### config.mk
export PLATFORM = sky130hd
export DESIGN_NAME = gate_vector_sequencer
export DESIGN_NICKNAME = d
export VERILOG_FILES = /design/src/rtl/gate_seq_pkg.sv /design/src/rtl/gate_vec_mem.sv /design/src/rtl/gate_vector_sequencer.sv
export SDC_FILE = /design/constraint.sdc
export NUM_CORES = 1
export LEC_CHECK = 0
export CORE_MARGIN = 5
export CORE_UTILIZATION = 45
export DETAILED_ROUTE_END_ITERATION = 8
export PLACE_DENSITY = 0.62
export SYNTH_ARGS = -nofsm -noshare
export SYNTH_HDL_FRONTEND = slang
export SYNTH_HIERARCHICAL = 1
export SYNTH_SLANG_ARGS = --single-unit
### constraint.sdc
create_clock -name clk -period 4.5 [get_ports clk]
set_clock_uncertainty 0.05 [all_clocks]
set_input_delay 0.675 -clock clk [delete_from_list [all_inputs] [get_ports clk]]
set_output_delay 0.675 -clock clk [all_outputs]
set_load 0.1 [all_outputs]
### src/rtl/gate_seq_pkg.sv
// Shared types for the gate-network self-check sequencer: FSM states and
// one vector-table entry (stimulus plus expected response).
package gate_seq_pkg;

  localparam int unsigned VEC_W = 4;
  localparam int unsigned EXP_W = 3;

  typedef enum logic [2:0] {
    IDLE,
    APPLY,
    WAIT,
    CHECK,
    FIN
  } state_t;

  typedef struct packed {
    logic [VEC_W-1:0] vec;
    logic [EXP_W-1:0] exp;
  } vec_entry_t;

endpackage

### src/rtl/gate_vec_mem.sv
// Vector table: DEPTH entries, one synchronous write port, one asynchronous
// read port. Contents are deliberately not reset.
module gate_vec_mem
  import gate_seq_pkg::*;
#(
  parameter int DEPTH = 16,
  localparam int AW   = $clog2(DEPTH)
) (
  input  logic          clk,
  input  logic          we,
  input  logic [AW-1:0] waddr,
  input  vec_entry_t    wdata,
  input  logic [AW-1:0] raddr,
  output vec_entry_t    rdata
);

  vec_entry_t mem_q [DEPTH];

  always_ff @(posedge clk) begin
    if (we) begin
      mem_q[waddr] <= wdata;
    end
  end

  assign rdata = mem_q[raddr];

endmodule

### src/rtl/gate_vector_sequencer.sv
// Applies stored stimulus vectors to a gate network, waits SETTLE cycles,
// compares the response and accumulates error count / first failing index.
module gate_vector_sequencer
  import gate_seq_pkg::*;
#(
  parameter int DEPTH  = 16,
  parameter int SETTLE = 1,
  localparam int AW    = $clog2(DEPTH)
) (
  input  logic          clk,
  input  logic          rst,
  input  logic          wr_en,
  input  logic [AW-1:0] wr_addr,
  input  logic [3:0]    wr_vec,
  input  logic [2:0]    wr_exp,
  input  logic [AW:0]   num_vec,
  input  logic          start,
  output logic [3:0]    abcd,
  input  logic [2:0]    xyz,
  output logic          busy,
  output logic          done,
  output logic          pass,
  output logic [AW:0]   err_cnt,
  output logic [AW-1:0] first_err_idx,
  output logic          first_err_vld
);

  localparam int CW = (SETTLE > 1) ? $clog2(SETTLE) : 1;

  state_t        state_q, state_d;
  logic [3:0]    abcd_q, abcd_d;
  logic          busy_q, busy_d;
  logic          done_q, done_d;
  logic          pass_q, pass_d;
  logic [AW:0]   err_cnt_q, err_cnt_d;
  logic [AW-1:0] first_err_idx_q, first_err_idx_d;
  logic          first_err_vld_q, first_err_vld_d;
  logic [AW-1:0] idx_q, idx_d;
  logic [AW:0]   n_q, n_d;
  logic [CW-1:0] cnt_q, cnt_d;
  vec_entry_t    rd_entry;

  gate_vec_mem #(.DEPTH(DEPTH)) u_mem (
    .clk   (clk),
    .we    (wr_en && (state_q == IDLE)),
    .waddr (wr_addr),
    .wdata ('{vec: wr_vec, exp: wr_exp}),
    .raddr (idx_q),
    .rdata (rd_entry)
  );

  always_comb begin
    state_d         = state_q;
    abcd_d          = abcd_q;
    pass_d          = pass_q;
    err_cnt_d       = err_cnt_q;
    first_err_idx_d = first_err_idx_q;
    first_err_vld_d = first_err_vld_q;
    idx_d           = idx_q;
    n_d             = n_q;
    cnt_d           = cnt_q;
    case (state_q)
      IDLE: begin
        if (start) begin
          err_cnt_d       = '0;
          first_err_idx_d = '0;
          first_err_vld_d = 1'b0;
          pass_d          = 1'b0;
          idx_d           = '0;
          n_d             = (num_vec > (AW+1)'(DEPTH)) ? (AW+1)'(DEPTH) : num_vec;
          state_d         = (n_d == '0) ? FIN : APPLY;
        end
      end
      APPLY: begin
        abcd_d  = rd_entry.vec;
        cnt_d   = '0;
        state_d = (SETTLE == 0) ? CHECK : WAIT;
      end
      WAIT: begin
        if (cnt_q == CW'(SETTLE - 1)) begin
          state_d = CHECK;
        end else begin
          cnt_d = cnt_q + CW'(1);
        end
      end
      CHECK: begin
        if (xyz != rd_entry.exp) begin
          err_cnt_d = err_cnt_q + (AW+1)'(1);
          if (!first_err_vld_q) begin
            first_err_idx_d = idx_q;
            first_err_vld_d = 1'b1;
          end
        end
        if ({1'b0, idx_q} == n_q - (AW+1)'(1)) begin
          state_d = FIN;
        end else begin
          idx_d   = idx_q + AW'(1);
          state_d = APPLY;
        end
      end
      FIN:     state_d = IDLE;
      default: state_d = IDLE;
    endcase
    // Flags are set on entry to FIN so pass is already valid alongside done.
    done_d = (state_d == FIN);
    busy_d = (state_d != IDLE);
    if (state_d == FIN) begin
      pass_d = (err_cnt_d == '0);
    end
  end

  always_ff @(posedge clk) begin
    if (rst) begin
      state_q         <= IDLE;
      abcd_q          <= '0;
      busy_q          <= 1'b0;
      done_q          <= 1'b0;
      pass_q          <= 1'b0;
      err_cnt_q       <= '0;
      first_err_idx_q <= '0;
      first_err_vld_q <= 1'b0;
      idx_q           <= '0;
      n_q             <= '0;
      cnt_q           <= '0;
    end else begin
      state_q         <= state_d;
      abcd_q          <= abcd_d;
      busy_q          <= busy_d;
      done_q          <= done_d;
      pass_q          <= pass_d;
      err_cnt_q       <= err_cnt_d;
      first_err_idx_q <= first_err_idx_d;
      first_err_vld_q <= first_err_vld_d;
      idx_q           <= idx_d;
      n_q             <= n_d;
      cnt_q           <= cnt_d;
    end
  end

  assign abcd          = abcd_q;
  assign busy          = busy_q;
  assign done          = done_q;
  assign pass          = pass_q;
  assign err_cnt       = err_cnt_q;
  assign first_err_idx = first_err_idx_q;
  assign first_err_vld = first_err_vld_q;

endmodule

Word-level counts from Yosys, hierarchy flattened
Memory sizes are Yosys's and may differ from the RTL's. A register that Yosys moved wholly into a read port is not among the register bits.
Cells that the tools add are included.
{"block": "classes", "addsub": 4, "order_cmp": 1, "eq_ne": 10, "mux": 26, "reduce_logical": 14}
{"operator": "4-bit 2-to-1 mux", "n": 6}
{"operator": "4-bit one-hot mux with 2 select lines", "n": 2}
{"operator": "5-bit 2-to-1 mux", "n": 3}
{"operator": "3-bit 2-to-1 mux", "n": 4}
{"operator": "3-bit one-hot mux with 4 select lines", "n": 1}
{"operator": "5-bit logical NOT", "n": 2}
{"operator": "5-bit one-hot mux with 2 select lines", "n": 1}
{"operator": "2-bit != test (second input constant)", "n": 4}
{"operator": "2-bit nonzero test", "n": 4}
{"operator": "1-bit 2-to-1 mux", "n": 7}
{"operator": "3-bit by 2-bit == test with 1-bit output (second input constant)", "n": 2}
{"operator": "3-bit AND reduction", "n": 2}
{"operator": "5-bit by 1-bit adder with 5-bit output (second input constant)", "n": 1}
{"operator": "4-bit by 5-bit == test with 1-bit output", "n": 1}
{"operator": "5-bit > comparator (second input constant)", "n": 1}
{"operator": "5-bit by 1-bit subtractor with 5-bit output (second input constant)", "n": 1}
{"operator": "4-bit by 1-bit adder with 4-bit output (second input constant)", "n": 1}
{"operator": "1-bit one-hot mux with 2 select lines", "n": 2}
{"operator": "2-bit AND reduction", "n": 2}
{"operator": "4-bit AND reduction", "n": 1}
{"operator": "3-bit by 1-bit == test with 1-bit output (second input constant)", "n": 1}
{"operator": "3-bit == test (second input constant)", "n": 1}
{"operator": "3-bit logical NOT", "n": 1}
{"operator": "3-bit != test", "n": 1}
{"operator": "3 further kinds", "n": 3}
{"block": "word_totals", "ff_bits": 30, "ram_bits": 112, "in_bits": 23, "output_inout_bits": 17, "word_cells": 67, "n_memories": 1}
{"memory": "u_mem.mem_q", "words": 16, "width": 7, "read_ports": 1, "rd_ports_with_merged_regs": 1, "write_ports": 1, "line": "gate_vec_mem.sv:17", "text": "vec_entry_t mem_q [DEPTH];"}

Longest topological paths before layout
Gate-level depths: netlist of run 1.
{"block": "depth", "depth_word": 9, "mapped_depth": 11, "ltp_nobuf": 8}

Modules after synthesis
The synthesis of run 1 kept the hierarchy.
{"module": "gate_vec_mem", "n_inst": 1, "cells_each": 196, "area_per_inst_um2": 4390.5, "seq_area_each_um2": 3363.2}
{"module": "gate_vector_sequencer", "n_inst": 1, "cells_each": 157, "area_per_inst_um2": 1393.8, "seq_area_each_um2": 580.6}

Least setup slack after synthesis of run 1
Ideal clock, no wire load.
{"block": "synth_path", "kind": "reg2reg", "start": "reg idx_q[0]", "end": "reg pass_q, in the netlist pass", "setup_ns": 0.126, "arrival_ns": 2.761, "t_required_ns": 4.324, "slack_ns": 1.563, "stages_incl_launch_ff": 12, "n_path_buf": 3, "synth_period_minus_slack_ns": 2.937, "cell_sequence": "dfxtp_1 -> buf_6 -> buf_8 -> mux4_2 -> a22oi_1 -> nand2_1 -> xor2_1 -> o31ai_1 -> clkbuf_1 -> o211ai_1 -> o31ai_1 -> o31ai_1"}
{"block": "synth_between", "elab_chain_len": 6, "word_cells_on_any_way": 8, "classes_between": "2 x eq/ne; 3 x mux; 3 x reduce/logical"}
{"element": "start, declared", "line": "gate_vector_sequencer.sv:38", "text": "logic [AW-1:0] idx_q, idx_d;"}
{"element": "start signal, assigned", "line": "gate_vector_sequencer.sv:134", "text": "idx_q <= idx_d;"}
{"element": "4-bit by 5-bit == test with 1-bit output (*)", "line": "gate_vector_sequencer.sv:94", "text": "if ({1'b0, idx_q} == n_q - (AW+1)'(1)) begin"}
{"element": "3-bit 2-to-1 mux (*)", "line": "gate_vector_sequencer.sv:94"}
{"element": "3-bit one-hot mux with 4 select lines (*)", "line": "gate_vector_sequencer.sv:62", "text": "case (state_q)"}
{"element": "3-bit == test (*)", "line": "gate_vector_sequencer.sv:107", "text": "if (state_d == FIN) begin"}
{"element": "2-bit nonzero test (no line)"}
{"element": "2-bit AND reduction (no line)"}
{"element": "end signal, assigned", "line": "gate_vector_sequencer.sv:130", "text": "pass_q <= pass_d;"}
{"element": "end, declared", "line": "gate_vector_sequencer.sv:34", "text": "logic pass_q, pass_d;"}
Mark *: on every way between the ends. The rest lies on a longest branch, timed or not.
A chain may end at the register's enable or synchronous reset.

Final worst setup path of run 1
Ends and elaborated chain as after synthesis.

==> impl_metrics.tcl, run 1 <==
set metrics [dict create \
    setup_tns_ps 0 \
    floorplan.initialDensity_pct 45.8 \
    placed_cells 557 \
    cts-root-buf "clkbuf_16" \
    seqPwrFrac_pct 49.8 \
    final_antenna_net_count 0 \
    place_ws_ps 1420 \
    slowest_stage "dfxtp_2" \
    remaining_drc_errors 0 \
    cts_made_buffers 17 \
    cap_violations 0 \
    slew_viol_final 0 \
    area_growth_pct 18.9 \
    dieHeight_um 123 \
    synth_nets 379 \
    cp.arrival_ps 3340 \
    cp_cell_sequence "mux4_1 > a22oi_1 > nand2_1 > xor2_1 > o31ai_1 > buf_4 > a41o_1 > o2111ai_1 > o31ai_1" \
    grt_max_degree 33 \
    avgViaCountPerCell 5.57 \
    leakage_uw 0.00220 \
    synth-main-ff-cell "edfxtp_1" \
    post_dp_cell_area_um2 6340 \
    fmax_mhz 327 \
    first_global_vias 3238 \
    postCtsSetupBuffers 0 \
    critPathRequiredTime_ps 4790 \
    synthArstFlopShare_pct 0 \
    syn_area_um2 5780 \
    min_period_over_period_pct 67.9 \
    rows 41 \
    antenna_found_initial 0 \
    peakVddDrop_mv 0.263 \
    fin_area_um2 6880 \
    cts_tree "built" \
    yosysWarnings 6 \
    power_density_nw_per_um2 424 \
    synth.yosys.seq_area_share_pct 68.2 \
    switching_share_pct 22.7 \
    outcome "completed" \
    wl_mm 11.8 \
    synth-seq-cells 141 \
    design.core.area_um2 12600 \
    maxSlewHeadroom_pct 31.4 \
    dieArea_um2 15200 \
    critPathLaunchType "flop" \
    setup_viol 0 \
    p_clk_share_pct 43.1 \
    path_max_fanout 26 \
    hold_viol_final 0 \
    cp_common_cell "o31ai_1" \
    critical_path_class "flop to flop" \
    hold_path_class "flop to flop" \
    overflow 0 \
    nets 430 \
    cts_resized 0 \
    ctsHoldBuffers 0 \
    p_switching_uw 662 \
    drt_pass1_iterations 4 \
    avgSynthCellArea_um2 16.4 \
    drive_above_1_share_pct 13.5 \
    synth_common_cells "112 x edfxtp_1, 29 x dfxtp_1, 28 x nor2_1" \
    ys_types 47 \
    diodes 0 \
    crit_family "compound AO/OA/AOI/OAI gates" \
    clk_pin_slew_ps 60 \
    drtIter0Drc 282 \
    synth_edf_count 112 \
    worst_pin_slew_ps 1020 \
    grt_pass1_wl_mm 18.5 \
    rsz0062_at_grt "no" \
    place_hpwl_mm 7.75 \
    synth_cells 353 \
    setup_ws_ps 1440 \
    wl_per_cell_um 20.1 \
    cts_num_sinks 141 \
    slowest_delay_ps 830 \
    cp.buffers_inverters 1 \
    synth_top_area_share_pct 58.1 \
    port_buffers 39 \
    yosys.area.top_type "edfxtp_1" \
    share_comb_of_total_power_pct 7.1 \
    num_vias 3277 \
    end_kind "flop" \
    ioPinCount 40 \
    p_int_uw 2260 \
    grt_usage_pct 16.9 \
    insertion_delay_ps 420 \
    finalCriticalPeriod_ps 3060 \
    clock_path_buffers 2 \
    dieWidth_um 123 \
    yosysMostFrequentCell "edfxtp_1" \
    gp_congestion 0.839 \
    synth_top_cells_by_area "edfxtp_1 58%, dfxtp_1 10%, mux4_1 7.7%" \
    fin_cells 588 \
    cts_htree_levels 4 \
]
metal layers:
metal / vias up / part of all wire [%] / global-route usage [%]
li1: 1524 / - / -
met1: 1637 / 44 / 23.2
met2: 102 / 47 / 25.2
met3: 14 / 7.2 / 6.08
met4: 0 / 1.5 / 5.81
met5: - / 0 / 0
per-stage QoR:
| stage | total power, uW | hold slack (ps) | utilization (%) |
|---|---|---|---|
| floorplan | 1610 | 395 | - |
| detailed placement | 1690 | 421 | 50.3 |
| CTS | 2950 | 432 | 54.5 |
| global placement | 1680 | 415 | 50.3 |
| global route | 3020 | 464 | 54.5 |
| finish | 2920 | 436 | 54.5 |
cell families after synthesis:
kind of cell	count (synthesis)	synth area share (%)
XOR/XNOR	9	1.49
AO/OA/AOI/OAI	54	6.79
adder cells (fa/ha/maj)	3	0.649
buffers and inverters	20	2.10
flip-flops	141	68.2
multiplexers	32	12.7
AND/OR/NAND/NOR	94	8.09
worst paths after layout:
path	slack, ps	endpoint	startpoint	cells after the start
worst max-delay path	1440	pass	idx_q[0]	9
worst min-delay path	440	n_q[1]	n_q[1]	2
worst max register to register	1440	pass	idx_q[0]	9
worst min register to register	440	n_q[1]	n_q[1]	2
cell usage in the layout, fill, tap and decap left out, types with 2 or more instances in the layout:
master,Yosys,routed
o31ai_1,5,5
nand3b_1,7,7
ha_1,3,3
nand2_1,20,20
buf_4,0,7
nor2_1,28,28
mux2i_1,4,4
nor2b_1,3,3
clkbuf_16,0,17
edfxtp_1,112,112
xor2_1,5,5
mux4_1,17,17
or4_2,2,2
dfxtp_1,29,28
nand2b_1,3,3
xnor2_1,3,3
clkdlybuf4s50_1,0,39
and2_1,4,4
clkinv_2,0,2
nand3_1,7,7
inv_1,6,6
clkbuf_1,7,2
o2111ai_1,2,2
mux4_2,11,11
clkinv_4,0,3
o211ai_1,3,3
a21oi_1,14,14
a22oi_1,19,19
or2_2,3,3
clkinvlp_4,0,3
clkinv_1,0,3
o21ai_0,2,2
nor3_1,10,10
flip-flops by register name (all words and copies together) (netlist names):
register       count
first_err_idx      4
u_mem/mem_q      112
abcd               4
err_cnt            5
busy               1
idx_q              4
state_q            3
first_err_vld      1
pass               1
n_q                5
done               1
layout make-up:
class	instances	area, um2
Clock buffer	19	433
Clock inverter	12	100
Fill cell	1021	5740
Inverter	6	22.5
Multi-Input combinational cell	192	1720
Sequential cell	141	3950
Tap cell	172	215
Timing Repair Buffer	46	443
power by group through the flow:
stage / clock, uW / sequential, uW / combinational (uW)
after global placement: 0 / 1480 / 204
after floorplan: 0 / 1510 / 98.9
final: 1260 / 1450 / 207
after global routing: 1340 / 1450 / 224
after detailed placement: 0 / 1480 / 208
after CTS: 1290 / 1450 / 209
worst min-delay path: stages, from the launching register on:
cell	delay [ps]
dfxtp_1	330
nand2_1	60
a21oi_1	50
Power figures use the tool's default switching activity.
==> run 2: changes to the inputs <==
==> constraint.sdc (replaced) <==
create_clock -name clk -period 3 [get_ports clk]
set_clock_uncertainty 0.05 [all_clocks]
set_input_delay 0.45 -clock clk [delete_from_list [all_inputs] [get_ports clk]]
set_output_delay 0.45 -clock clk [all_outputs]
set_load 0.1 [all_outputs]
==> impl_metrics.tcl, run 2 (same netlist as run 1, synthesis figures left out) <==
set metrics [dict create \
    cp_common_cell "o31ai_1" \
    critPathRequiredTime_ps 3280 \
    fmax_mhz 378 \
    slowest_delay_ps 610 \
    cts_made_buffers 17 \
    cp.depth 9 \
    slew_viol_final 0 \
    cp.arrival_ps 2920 \
    critical_path_class "flop to flop" \
    peakVddDrop_mv 0.474 \
    min_period_over_period_pct 88.1 \
    avgViaCountPerCell 5.45 \
    setup_tns_ps 0 \
    hold-path-cell-count 2 \
    r2r_cells 9 \
    wl_mm 12.1 \
    critPathLaunch "idx_q[0]" \
    grt_usage_pct 17.5 \
    leakage_uw 0.00239 \
    insertion_delay_ps 420 \
    remaining_drc_errors 0 \
    wl_per_cell_um 20.0 \
    rows 41 \
    hp-start "n_q[4]" \
    overflow 0 \
    grt_pass1_wl_mm 18.9 \
    place_hpwl_mm 8.16 \
    slowest_stage "mux4_1" \
    drtIter0Drc 232 \
    setup_ws_ps 358 \
    area_growth_pct 22.6 \
    grt_max_degree 20 \
    drive_above_1_share_pct 22.2 \
    largest_reg_flops 112 \
    rr_startpoint "idx_q[0]" \
    clock_path_buffers 2 \
    setup_viol 0 \
    cp_cell_sequence "mux4_1 > a22oi_1 > nand2_1 > xor2_1 > o31ai_1 > buf_4 > a41o_1 > o2111ai_1 > o31ai_1" \
    path_max_fanout 18 \
    hold_viol_final 0 \
    dieHeight_um 123 \
    antenna_found_initial 0 \
    regArea_um2 3950 \
    multi_input_area_um2 1720 \
    dieArea_um2 15200 \
    cp.buffers_inverters 1 \
    gp_congestion 0.810 \
    final_antenna_net_count 0 \
    rsz0062_at_grt "no" \
    dieWidth_um 123 \
    cts_num_sinks 141 \
    first_global_vias 3382 \
    clk_pin_slew_ps 60 \
    crit_family "compound AO/OA/AOI/OAI gates" \
    critPathLaunchType "flop" \
    power_density_nw_per_um2 671 \
    place_ws_ps 180 \
    layout_common_cells "112 x edfxtp_1, 43 x buf_4, 28 x nor2_1, 28 x dfxtp_1, 22 x clkdlybuf4s50_1" \
    nets 449 \
    num_vias 3315 \
    hold_path_class "flop to flop" \
    final_common_cell "edfxtp_1" \
    cap_violations 0 \
    maxSlewHeadroom_pct 44.5 \
    cts_tree "built" \
    cts_htree_levels 4 \
    outcome "completed" \
    design.core.area_um2 12600 \
    fill_cells 1025 \
    drt_pass1_iterations 4 \
    ioPinCount 40 \
    worst_pin_slew_ps 830 \
    end_kind "flop" \
    port_buffers 39 \
    diodes 0 \
    regMostFlops "u_mem/mem_q" \
    floorplan.initialDensity_pct 45.8 \
    cts-root-buf "clkbuf_16" \
    finalCriticalPeriod_ps 2640 \
]
==> run 2: layout make-up <==
class | count | share of cell area (%)
Sequential cell | 141 | 55.7
Multi-Input combinational cell | 192 | 24.2
Timing Repair Buffer | 65 | 7.66
Clock buffer | 17 | 6.00
Clock inverter | 15 | 3.09
Tap cell | 172 | 3.03
Inverter | 6 | 0.318
==> run 2: metrics by stage <==
| stage | cells | cell area (um2) | hold WS (ps) | power (uW) | utilization (%) |
|---|---|---|---|---|---|
| after detailed placement | 576 | 6440 | 434 | 2530 | 51.1 |
| after global routing | 608 | 7090 | 477 | 4910 | 56.2 |
| after CTS | 608 | 7090 | 446 | 4810 | 56.2 |
| after global placement | 576 | 6440 | 418 | 2530 | 51.1 |
| final | 608 | 7090 | 444 | 4760 | 56.2 |
| after floorplan | 353 | 5780 | 395 | 2410 | - |
==> run 2: what timing repair did <==
action,4_1_cts,5_1_grt
setup buffers,0,0
hold buffers,0,0
resized for setup,0,1
setup endpoints to repair,0,6
==> run 2: tightest hold or removal path, stage by stage, from the launching register on <==
cell and delay, ps:
dfxtp_1 330, nand2_1 60, a21oi_1 60
==> run 2: final timing paths <==
path            end  slack, ps
min          n_q[4]        440
max            pass        360
max reg2reg    pass        360
min reg2reg  n_q[4]        440
==> run 2: routing by layer <==
layer	share of wire, %	wire length (um)	global-route usage (%)	vias up
li1	-	-	-	1550
met1	45	5510	23.4	1677
met2	48	5870	27.6	72
met3	4.8	580	4.39	16
met4	1.6	191	7.27	0
met5	0	0	0	-
==> run 2: power by group <==
| part | internal (uW) | switching [uW] |
|---|---|---|
| combinational | 115 | 200 |
| clock | 1470 | 796 |
| sequential | 2150 | 26.3 |
